File: src/rtl/inst_axi_bridge.sv
// Fetch-stage SRAM-like request to single-beat AXI4 read bridge, one read outstanding.
// Define INST_BUS_ERR_EN to report a non-OKAY rresp on inst_bus_err.
module inst_axi_bridge #(
  parameter logic [3:0]  AXI_ID = 4'd0,
  parameter int unsigned ADDR_W = 32,
  parameter int unsigned DATA_W = 32
) (
  input  logic              cpu_clk_50M,
  input  logic              cpu_rst_n,
  input  logic              inst_req,
  input  logic [ADDR_W-1:0] iaddr,
  input  logic              flush,
  output logic              inst_addr_ok,
  output logic              inst_data_ok,
  output logic [DATA_W-1:0] inst_rdata,
  output logic              inst_bus_err,
  output logic [3:0]        arid,
  output logic [ADDR_W-1:0] araddr,
  output logic [7:0]        arlen,
  output logic [2:0]        arsize,
  output logic [1:0]        arburst,
  output logic              arvalid,
  input  logic              arready,
  input  logic [3:0]        rid,
  input  logic [DATA_W-1:0] rdata,
  input  logic [1:0]        rresp,
  input  logic              rlast,
  input  logic              rvalid,
  output logic              rready
);

  typedef enum logic [1:0] {S_IDLE, S_AR, S_R} state_e;

  state_e              state_q, state_d;
  logic [ADDR_W-1:0]   addr_q, addr_d;
  logic                arvalid_q, arvalid_d;
  logic                rready_q, rready_d;
  logic                data_ok_q, data_ok_d;
  logic [DATA_W-1:0]   rdata_q, rdata_d;
  logic                discard_q, discard_d;
  logic                accept_c;

  // Single beat, single ID: rid and rlast carry no information here.
  wire unused_ok = ^{rid, rlast, rresp};

  // A returned beat is delivered only if no flush hit this transaction, including this cycle.
  assign accept_c = (state_q == S_R) && rvalid && !discard_q && !flush;

  // Next-state and register updates.
  always_comb begin
    state_d   = state_q;
    addr_d    = addr_q;
    arvalid_d = arvalid_q;
    rready_d  = rready_q;
    data_ok_d = 1'b0;
    rdata_d   = rdata_q;
    discard_d = discard_q;
    case (state_q)
      S_IDLE: begin
        if (inst_req && !flush) begin
          addr_d    = iaddr;
          arvalid_d = 1'b1;
          state_d   = S_AR;
        end
      end
      S_AR: begin
        if (flush) discard_d = 1'b1;
        if (arready) begin
          arvalid_d = 1'b0;
          rready_d  = 1'b1;
          state_d   = S_R;
        end
      end
      S_R: begin
        if (flush) discard_d = 1'b1;
        if (rvalid) begin
          rready_d  = 1'b0;
          discard_d = 1'b0;
          state_d   = S_IDLE;
          if (accept_c) begin
            data_ok_d = 1'b1;
            rdata_d   = rdata;
          end
        end
      end
      default: state_d = S_IDLE;
    endcase
  end

  always_ff @(posedge cpu_clk_50M or negedge cpu_rst_n) begin
    if (!cpu_rst_n) begin
      state_q   <= S_IDLE;
      addr_q    <= '0;
      arvalid_q <= 1'b0;
      rready_q  <= 1'b0;
      data_ok_q <= 1'b0;
      rdata_q   <= '0;
      discard_q <= 1'b0;
    end else begin
      state_q   <= state_d;
      addr_q    <= addr_d;
      arvalid_q <= arvalid_d;
      rready_q  <= rready_d;
      data_ok_q <= data_ok_d;
      rdata_q   <= rdata_d;
      discard_q <= discard_d;
    end
  end

`ifdef INST_BUS_ERR_EN
  logic bus_err_q, bus_err_d;

  // Error flag follows the delivered word and holds until the next delivery.
  always_comb begin
    bus_err_d = bus_err_q;
    if (accept_c) bus_err_d = (rresp != 2'b00);
  end

  always_ff @(posedge cpu_clk_50M or negedge cpu_rst_n) begin
    if (!cpu_rst_n) bus_err_q <= 1'b0;
    else            bus_err_q <= bus_err_d;
  end

  assign inst_bus_err = bus_err_q;
`else
  assign inst_bus_err = 1'b0;
`endif

  assign inst_addr_ok = arvalid_q & arready;
  assign inst_data_ok = data_ok_q;
  assign inst_rdata   = rdata_q;
  assign arid         = AXI_ID;
  assign araddr       = addr_q;
  assign arlen        = 8'd0;
  assign arsize       = 3'b010;
  assign arburst      = 2'b01;
  assign arvalid      = arvalid_q;
  assign rready       = rready_q;

endmodule
File: config.mk
export PLATFORM = sky130hd
export DESIGN_NAME = inst_axi_bridge
export DESIGN_NICKNAME = d
export VERILOG_FILES = /design/src/rtl/inst_axi_bridge.sv
export SDC_FILE = /design/constraint.sdc
export NUM_CORES = 1
export LEC_CHECK = 0
export ABC_CLOCK_PERIOD_IN_PS = 2400
export CORE_UTILIZATION = 41
export CTS_CLUSTER_DIAMETER = 60
export DETAILED_ROUTE_END_ITERATION = 7
export GPL_TIMING_DRIVEN = 0
export PLACE_DENSITY = 0.85
export SKIP_CTS_REPAIR_TIMING = 1
export SLEW_MARGIN = 20
export SYNTH_ARGS = -nofsm -noshare
export SYNTH_HDL_FRONTEND = slang
export SYNTH_SLANG_ARGS = --single-unit
File: constraint.sdc
create_clock -name cpu_clk_50M -period 2.4 [get_ports cpu_clk_50M]
set_input_delay 0.24 -clock cpu_clk_50M [delete_from_list [all_inputs] [get_ports cpu_clk_50M]]
set_output_delay 0.24 -clock cpu_clk_50M [all_outputs]
set_load 0.02 [all_outputs]
* Word level (Yosys, flattened, before mapping)
Cells that the tools add are included.
** Operators by class
- Eq/ne operators :: 5
- Reduce and logical (&&, ||, !) cells :: 14
- Bitwise gates (word level) :: 1
- Muxes and demuxes :: 16
** Operator list (count)
- AND reduction 3 bit :: 4
- 2-to-1 mux 1 bit :: 9
- 2-to-1 mux 2 bit :: 3
- inequality test 2 bit, second input constant :: 3
- case mux 1 bit (2 select lines) :: 3
- case mux 2 bit (3 select lines) :: 1
- logical AND 1 bit :: 4
- nonzero test 2 bit :: 2
- equality test 2 x 1 -> 1 bit, second input constant :: 1
- equality test 2 bit, second input constant :: 1
- zero test 1 bit :: 2
- zero test 2 bit :: 1
- AND reduction 2 bit :: 1
- bitwise AND 1 bit :: 1
** Storage, ports and cells
- Logic and storage cells :: 43
- Register bits :: 70

* Logic depth before layout (Yosys ltp)
Gate-level depths: netlist (run 1).
- Depth after elaboration :: 7
- Mapped depth :: 6
- Gate-level depth less buffers :: 5

* Worst setup path before layout (run 1)
No wires, ideal clock.
- Path kind :: register to register
- From :: reg state_q[0]
- To :: reg rdata_q[10] (netlist: inst_rdata[10])
- Period minus slack after synthesis :: 1.625 ns
- Path buffers :: 1
- Path slack :: 0.775 ns
- Data required time :: 2.275 ns
- Cell stages (with the launch flop) :: 7
- Data arrival time :: 1.500 ns
- Cells stage by stage :: dfrtp_1 -> inv_1 -> ha_1 -> nand2_2 -> nor3_4 -> buf_6 -> mux2_2
** Between the ends
- Word-level cells in the longest chain between the ends :: 5
** Ends and longest elaborated chain
- start, declared :: RTL line 34 : state_e state_q, state_d;
- start signal, assigned :: RTL line 100 : state_q <= state_d;
- equality test 2 bit * :: RTL line 47, 58
- logical AND 1 bit (3 in a row) :: RTL line 47 : assign accept_c = (state_q == S_R) && rvalid && !discard_q && !flush;
- AND reduction 3 bit (no source line) *
- end signal, assigned :: RTL line 105 : rdata_q <= rdata_d;
- end, declared :: RTL line 39 : logic [DATA_W-1:0] rdata_q, rdata_d;
Mark *: on every way between the ends. The rest lies on a longest branch, timed or not.
A chain may end at the register's enable or synchronous reset.

* Worst setup path in the final report (run 1)
- From :: reg state_q[0]
- To :: reg rdata_q[8] (netlist: inst_rdata[8])
Same word-level chain as after synthesis.

==> results.sh, run 1 <==
export IMPL_status="completed"
export IMPL_placed_cell_area_um2=4460
export IMPL_crit_chain="inv_1 -> ha_1 -> nand2_2 -> nor3_4 -> buf_6 -> mux2_2"
export IMPL_dp_slack_ps=528
export IMPL_layout_common_cells="136 x clkdlybuf4s50_1, 70 x dfrtp_1, 63 x mux2_2"
export IMPL_grt_total_usage_pct=17.2
export IMPL_h_tree_depth=3
export IMPL_place_gp_congestion=0.724
export IMPL_root_buffer="clkbuf_8"
export IMPL_die_area_um2=7370
export IMPL_clkTransAtPathRegs_ps=80
export IMPL_drtIter0Drc=39
export IMPL_vias_per_cell=4.47
export IMPL_die_h_um=85.9
export IMPL_ys_ff_latch=70
export IMPL_r2r_cells=6
export IMPL_finalSetupViolCount=0
export IMPL_peakVddDrop_v=0.000708
export IMPL_rrSetupSlack_ps=580
export IMPL_worstSetupPathType="flop to flop"
export IMPL_syn2layout_area_growth_pct=62.2
export IMPL_ys_types=24
export IMPL_synth_seq_area_share_pct=60.8
export IMPL_insertedDiodeCount=0
export IMPL_worstSetupStartpointType="flop"
export IMPL_drv_cap=0
export IMPL_period_minus_slack_ps=1820
export IMPL_initial_utilization_pct=42.4
export IMPL_clock_latency_ps=330
export IMPL_io_buffers=137
export IMPL_routedWlPerCell_um=13.4
export IMPL_drv_slew=0
export IMPL_critPathArrivalTime_ps=2040
export IMPL_rr_endpoint="inst_rdata[8]$_DFFE_PN0P_"
export IMPL_cts_path_max_buffers=2
export IMPL_hold_violations=0
export IMPL_gr_total_overflow=0
export IMPL_synthCells=186
export IMPL_drt_pre_antenna_iters=4
export IMPL_syn_area_um2=2880
export IMPL_finalWirelength_um=6070
export IMPL_grt_max_degree=57
export IMPL_endpoint_kind="flop"
export IMPL_final_nets=433
export IMPL_max_clock_freq_ghz=0.548
export IMPL_drive_above_1_share_pct=30.3
export IMPL_fp_dieW_um=85.9
export IMPL_first_global_vias=2034
export IMPL_stdcell_area_um2=4680
export IMPL_hpwlAfterDp_um=4710
export IMPL_ant_nets=0
export IMPL_slowest_delay_ps=420
export IMPL_power_density_nw_per_um2=1170
export IMPL_rsz0062_at_grt="false"
export IMPL_cts_made_buffers=9
export IMPL_clock_sinks=70
export IMPL_path_max_fanout=10
export IMPL_rr_startpoint="state_q[0]$_DFFE_PN0P_"
export IMPL_crit_required_ps=2610
export IMPL_core_area_um2=6790
export IMPL_drc=0
export IMPL_row_count=30
export IMPL_skew_ps=11.3
export IMPL_crit_slowest_cell="dfrtp_1"
export IMPL_p_leak_nw=2.11
export IMPL_vias=2027
export IMPL_grt_pass1_wl_um=9620
export IMPL_fin_crit_sh_pct=76.0
export IMPL_ios=163
export IMPL_path_buf_inv=2
export IMPL_holdCritPathClass="input pin to asynchronous set/reset pin"
export IMPL_critPathTopFamily="flip-flops"
export IMPL_yosysWarnings=0
export IMPL_grt_antenna_before_repair=0
export IMPL_layout_commonest_cell="clkdlybuf4s50_1"
export IMPL_fin_ws_ps=575
export IMPL_synth_area_per_cell_um2=15.5
export IMPL_cts_tree="yes"
export IMPL_holdWs_ps=310
==> synth_stat cells, drive strengths merged <==
| library cell | instances | area, um^2 |
|---|---|---|
| mux2 | 65 | 732 |
| nand2 | 1 | 6.26 |
| nand3b | 1 | 11.3 |
| a22o | 1 | 8.76 |
| and2 | 1 | 6.26 |
| o32a | 1 | 10.0 |
| ha | 4 | 50.1 |
| nor2b | 2 | 12.5 |
| a31oi | 1 | 6.26 |
| mux2i | 1 | 10.0 |
| conb | 2 | 7.51 |
| a21o | 1 | 7.51 |
| nor3 | 2 | 21.3 |
| inv | 4 | 15.0 |
| buf | 24 | 195 |
| dfrtp | 70 | 1750 |
| a21oi | 1 | 5.00 |
| o21ai | 1 | 5.00 |
| a211oi | 1 | 7.51 |
| a21boi | 1 | 7.51 |
| nand2b | 1 | 6.26 |
==> worst reg2reg max path, stage by stage (launching register included) <==
cell and delay [ps]:
dfrtp_1 420, inv_1 100, ha_1 220, nand2_2 100
nor3_4 310, buf_6 210, mux2_2 350
==> worst max path at each step <==
stage | start | endpoint | slack [ps] | cells past startpoint
global placement | cpu_rst_n | inst_rdata[23]$_DFFE_PN0P_ | -1280 | 1
CTS | state_q[0]$_DFFE_PN0P_ | inst_rdata[22]$_DFFE_PN0P_ | 540 | 6
global route | state_q[0]$_DFFE_PN0P_ | inst_rdata[22]$_DFFE_PN0P_ | 450 | 6
detailed placement | rvalid | inst_rdata[22]$_DFFE_PN0P_ | 530 | 5
floorplan | state_q[0]$_DFFE_PN0P_ | inst_rdata[10]$_DFFE_PN0P_ | 770 | 6
finish | state_q[0]$_DFFE_PN0P_ | inst_rdata[8]$_DFFE_PN0P_ | 580 | 6
==> cell type report <==
class | count | area (um^2)
Tap cell | 96 | 120
Clock inverter | 5 | 56.3
Clock buffer | 11 | 151
Inverter | 4 | 15.0
Buffer | 24 | 195
Fill cell | 523 | 2120
Sequential cell | 70 | 1750
Timing Repair Buffer | 139 | 1410
Multi-Input combinational cell | 104 | 981
==> registers in the layout, indices dropped and copies added, names as in the netlist <==
signal,flops
discard_q,1
araddr,32
rready,1
state_q,2
arvalid,1
inst_rdata,32
inst_data_ok,1
==> metrics by stage <==
step                setup TNS (ps)  cells  power [W]  util, %
finish                           0    453    0.00549     68.8
detailed placement               0    436    0.00458     65.6
global placement            -89020    435    0.00449     65.3
global route                     0    453    0.00578     68.8
floorplan                        0    202    0.00326        -
CTS                              0    452    0.00556     68.7
==> cell families (layout without fill, tap and decap cells) <==
family                     count (synthesis)  after routing  share of synthesized area, %
other                                      2             18                         0.261
and+or+nand+nor                            8              8                          2.21
DFF                                       70             70                          60.8
muxes                                     66             66                          25.7
buffers and inverters                     28            183                          7.29
adders and majority gates                  4              4                          1.74
AOI/OAI and AO/OA                          8              8                          2.00
==> where the power goes <==
group | internal (W) | leakage (nW) | total, W | switching (W)
Combinational | 0.00141 | 1.13 | 0.00258 | 0.00117
Clock | 0.000537 | 0.106 | 0.000965 | 0.000429
Sequential | 0.00169 | 0.874 | 0.00195 | 0.000256
==> layer usage <==
layer,routed length (um),vias to the layer above,global-route usage [%]
met4,89,0,6.82
met5,0,-,0
li1,-,938,-
met1,2330,991,19.4
met3,381,10,4.81
met2,3270,88,30.7
(Power assumes the default switching activity.)
==> run 2, diff against run 1 <==
Settings changed: ABC_CLOCK_PERIOD_IN_PS 2400 to 1450, CORE_UTILIZATION 41 to 35, PLACE_DENSITY 0.85 to 0.77.
Clock period 2.4 ns to 1.45 ns, I/O delays scaled along.
==> run 2 against run 1 <==
Design area rose by 8.9%. Via count up 1.6%. Highest routed layer unchanged. Non-clock buffer count grew 8. The flow now finishes with violations (setup timing). Die area is 17% higher. Worst hold slack worse by 31 ps. First-iteration DRC count is 51% lower.
==> results.sh, run 2 (synthesis gave the netlist of run 1 again) <==
export IMPL_status="finished with violations"
export IMPL_violations="setup timing"
export IMPL_place_gp_congestion=0.729
export IMPL_p_leak_nw=3.06
export IMPL_drv_cap=0
export IMPL_p_sw_w=0.00311
export IMPL_cts_path_max_buffers=2
export IMPL_grt_max_degree=40
export IMPL_first_global_vias=2052
export IMPL_final_cells=466
export IMPL_routedWlPerCell_um=14.6
export IMPL_drv_slew=0
export IMPL_place_inst=442
export IMPL_p_int_w=0.00630
export IMPL_power_density_nw_per_um2=1850
export IMPL_peakVddDrop_v=0.000917
export IMPL_finalSetupViolCount=62
export IMPL_p_comb_share_pct=46.1
export IMPL_critPathArrivalTime_ps=1890
export IMPL_clock_sinks=70
export IMPL_syn2layout_area_growth_pct=76.7
export IMPL_max_clock_freq_ghz=0.597
export IMPL_hpwlAfterDp_um=4760
export IMPL_vias=2060
export IMPL_die_area_um2=8600
export IMPL_seq_power_share_pct=34.2
export IMPL_grt_total_usage_pct=14.7
export IMPL_skew_ps=7.14
export IMPL_finish_utilization_pct=64.9
export IMPL_insertedDiodeCount=0
export IMPL_layout_common_cells="70 x dfrtp_1, 69 x clkdlybuf4s50_1, 67 x dlymetal6s2s_1"
export IMPL_vias_per_cell=4.42
export IMPL_h_tree_depth=3
export IMPL_rsz0062_at_grt="true"
export IMPL_fin_crit_sh_pct=116
export IMPL_final_nets=441
export IMPL_period_minus_slack_ps=1680
export IMPL_cts_tree="yes"
export IMPL_clkPwrFrac_pct=19.7
export IMPL_clkTransAtPathRegs_ps=80
export IMPL_holdCritPathClass="input pin to asynchronous set/reset pin"
export IMPL_root_buffer="clkbuf_8"
export IMPL_nFillCells=616
export IMPL_hold_violations=0
export IMPL_placed_cell_area_um2=4470
export IMPL_crit_required_ps=1660
export IMPL_initial_utilization_pct=36.7
export IMPL_gr_total_overflow=0
export IMPL_dp_slack_ps=-356
export IMPL_io_buffers=137
export IMPL_stdcell_area_um2=5090
export IMPL_swShare_pct=33.1
export IMPL_worstSetupStartpointType="flop"
export IMPL_row_count=32
export IMPL_drt_pre_antenna_iters=3
export IMPL_cts_made_buffers=9
export IMPL_fp_dieW_um=92.8
export IMPL_core_area_um2=7850
export IMPL_layout_commonest_cell="dfrtp_1"
export IMPL_drive_above_1_share_pct=33.2
export IMPL_path_max_fanout=7
export IMPL_die_h_um=92.8
export IMPL_worstSetupPathType="flop to flop"
export IMPL_grt_antenna_before_repair=0
export IMPL_clock_latency_ps=330
export IMPL_endpoint_kind="flop"
export IMPL_grt_pass1_wl_um=9730
export IMPL_finalWirelength_um=6830
export IMPL_ios=163
export IMPL_ant_nets=0
export IMPL_drc=0
export IMPL_fin_ws_ps=-225
export IMPL_drtIter0Drc=19
## run 2: worst paths after layout
kind                                        start                         end  slack [ps]  depth (start not counted)
setup / recovery           state_q[0]$_DFFE_PN0P_   inst_rdata[3]$_DFFE_PN0P_        -230                          7
hold / removal                          cpu_rst_n  inst_rdata[20]$_DFFE_PN0P_         280                          2
setup reg to reg           state_q[0]$_DFFE_PN0P_   inst_rdata[3]$_DFFE_PN0P_        -230                          7
hold reg to reg            araddr[24]$_DFFE_PN0P_      araddr[24]$_DFFE_PN0P_         500                          1
max in group asynchronous               cpu_rst_n      araddr[24]$_DFFE_PN0P_         630                          3
min in group cpu_clk_50M                rdata[18]  inst_rdata[18]$_DFFE_PN0P_         420                          2
## run 2: worst max-delay path: stages (launching register included)
cell and delay, ps:
dfrtp_1 430, inv_2 100, ha_4 150, nand2_4 60, nor3_4 180, buf_6 180
clkbuf_16 160, mux2_4 290
## run 2: area by class of cell
cell class | instances | area, um^2 | share of cell area, %
flip-flops and latches | 70 | 1750 | 34.4
repair buffers | 148 | 1670 | 32.8
multi-input cells | 104 | 1090 | 21.5
plain buffers | 23 | 199 | 3.90
well taps | 102 | 128 | 2.50
clock buffers | 9 | 124 | 2.43
clock inverters | 6 | 111 | 2.19
inverters | 4 | 15.0 | 0.295
## run 2: per-layer routing
layer	share of wire, %	routed length [um]	GRT usage (%)
met5	0	0	0
met4	1.9	128	6.15
met3	5.6	383	3.28
met2	51	3510	26.1
met1	41	2810	17.1
## run 2: metrics by stage
| stage | total power (W) | setup TNS [ps] | hold slack [ps] |
|---|---|---|---|
| floorplan | 0.00540 | -4870 | -151 |
| global placement | 0.00745 | -168920 | 473 |
| detailed placement | 0.00757 | -17160 | 106 |
| CTS | 0.00945 | -16240 | -266 |
| global route | 0.00991 | -12410 | 315 |
| finish | 0.00941 | -7170 | 279 |
## run 2: power by group through the flow
stage | clock [W] | combinational [W] | sequential (W)
after floorplan | 0 | 0.00113 | 0.00427
after global placement | 0 | 0.00422 | 0.00323
after detailed placement | 0 | 0.00428 | 0.00328
after CTS | 0.00190 | 0.00430 | 0.00325
after global routing | 0.00199 | 0.00457 | 0.00335
final | 0.00185 | 0.00434 | 0.00322
==> run 3, diff against run 2 <==
Settings changed: SLEW_MARGIN 20 to unset.
==> run 3 against run 2 <==
Clock power about the same. Power decreased by 0.45%. Largest cell class unchanged. Clock-buffer cell count unchanged. First-iteration DRC count rose to 2.8 times the previous value. Sequential power about the same. Worst setup slack improved by 28 ps. Worst hold slack improved by 130 ps. Highest routed layer unchanged. Global-route usage shrank 0.14 points. Clock skew is 1.7 ps lower. The flow still finishes with violations (setup timing). Die area unchanged.
==> results.sh, run 3 (synthesis gave the netlist of run 1 again) <==
export IMPL_root_buffer="clkbuf_8"
export IMPL_finalWirelength_um=6620
export IMPL_endpoint_kind="flop"
export IMPL_p_leak_nw=3.04
export IMPL_row_count=32
export IMPL_relSlewSlack_pct=42.1
export IMPL_critPathArrivalTime_ps=1870
export IMPL_grt_antenna_before_repair=0
export IMPL_vias_per_cell=4.48
export IMPL_initial_utilization_pct=36.7
export IMPL_cts_tree="yes"
export IMPL_ios=163
export IMPL_core_area_um2=7850
export IMPL_clkTransAtPathRegs_ps=80
export IMPL_grt_pass1_wl_um=9720
export IMPL_first_global_vias=2090
export IMPL_worstMarginPinSlew_ps=869
export IMPL_drive_above_1_share_pct=33.1
export IMPL_fp_dieW_um=92.8
export IMPL_max_clock_freq_ghz=0.607
export IMPL_rsz0062_at_grt="true"
export IMPL_drv_cap=0
export IMPL_fin_ws_ps=-198
export IMPL_cts_path_max_buffers=2
export IMPL_power_density_nw_per_um2=1850
export IMPL_clock_sinks=70
export IMPL_die_h_um=92.8
export IMPL_gr_total_overflow=0
export IMPL_layout_common_cells="70 x dfrtp_1, 69 x clkdlybuf4s50_1, 67 x dlymetal6s2s_1"
export IMPL_io_buffers=137
export IMPL_h_tree_depth=3
export IMPL_worstSetupPathType="flop to flop"
export IMPL_final_nets=440
export IMPL_vias=2083
export IMPL_grt_max_degree=71
export IMPL_hpwlAfterDp_um=4650
export IMPL_period_minus_slack_ps=1650
export IMPL_syn2layout_area_growth_pct=75.7
export IMPL_violations="setup timing"
export IMPL_routedWlPerCell_um=14.2
export IMPL_holdWs_ps=412
export IMPL_hold_violations=0
export IMPL_fin_setup_tns_ps=-7050
export IMPL_insertedDiodeCount=0
export IMPL_peakVddDrop_v=0.000893
export IMPL_finalSetupViolCount=63
export IMPL_drtIter0Drc=53
export IMPL_ant_nets=0
export IMPL_drt_pre_antenna_iters=4
export IMPL_layout_commonest_cell="dfrtp_1"
export IMPL_place_gp_congestion=0.729
export IMPL_worstSetupStartpointType="flop"
export IMPL_status="finished with violations"
export IMPL_drc=0
export IMPL_fin_crit_sh_pct=114
export IMPL_drv_slew=0
export IMPL_holdCritPathClass="input pin to flop"
export IMPL_grt_total_usage_pct=14.6
export IMPL_cts_made_buffers=9
export IMPL_skew_ps=5.44
export IMPL_clock_latency_ps=330
export IMPL_path_max_fanout=10
export IMPL_die_area_um2=8600
export IMPL_crit_required_ps=1670
## run 3: cell count changes in the layout (fill, tap and decap cells not counted), sizes merged
cell,previous run,this run
clkbuf,11,10
## run 3: layout make-up
cell class / instances / area, um^2
Inverter: 4 / 15.0
Multi-Input combinational cell: 104 / 1070
Clock buffer: 9 / 124
Buffer: 24 / 225
Timing Repair Buffer: 146 / 1640
Clock inverter: 6 / 111
Tap cell: 102 / 128
Sequential cell: 70 / 1750
Fill cell: 620 / 2780
## run 3: per-stage QoR
stage                     total power [W]  utilization [%]  setup WS, ps  area, um^2  std cells
final                             0.00937             64.5          -198        5060        465
after global placement            0.00745             56.7         -2180        4450        441
after floorplan                   0.00540                -          -163        2950        202
after CTS                         0.00945             59.6          -365        4680        456
after detailed placement          0.00756             56.6          -347        4450        441
after global routing              0.00986             64.5          -261        5060        465
## run 3: worst max-delay path: stages, from the launching register on
cell and delay, ps:
dfrtp_1 410, inv_2 90, ha_4 150, nand2_4 60, nor3_4 200, buf_12 160
buf_12 140, mux2_2 330
## run 3: final timing paths
check	endpoint	depth (start not counted)	slack [ps]	from
worst min register to register	inst_rdata[17]$_DFFE_PN0P_	1	500	inst_rdata[17]$_DFFE_PN0P_
max in group asynchronous	araddr[2]$_DFFE_PN0P_	2	410	cpu_rst_n
min in group asynchronous	inst_rdata[18]$_DFFE_PN0P_	2	480	cpu_rst_n
worst max-delay path	inst_rdata[12]$_DFFE_PN0P_	7	-200	state_q[0]$_DFFE_PN0P_
worst max register to register	inst_rdata[12]$_DFFE_PN0P_	7	-200	state_q[0]$_DFFE_PN0P_
worst min-delay path	inst_rdata[17]$_DFFE_PN0P_	2	410	rdata[17]
## run 3: metal layers
metal	part of all wire, %	vias to the layer above	GRT usage (%)
met4	0.89	0	5.77
met1	41	1040	16.0
met2	52	81	27.0
li1	-	955	-
met3	5.7	7	3.37
met5	0	-	0
## run 3: where the power goes
part           leakage, nW  switching, W  total (W)  internal (W)
Clock                0.115      0.000706    0.00184       0.00113
Sequential           0.874      0.000412    0.00321       0.00280
Combinational         2.05       0.00197    0.00432       0.00235
Total                 3.04       0.00309    0.00937       0.00628
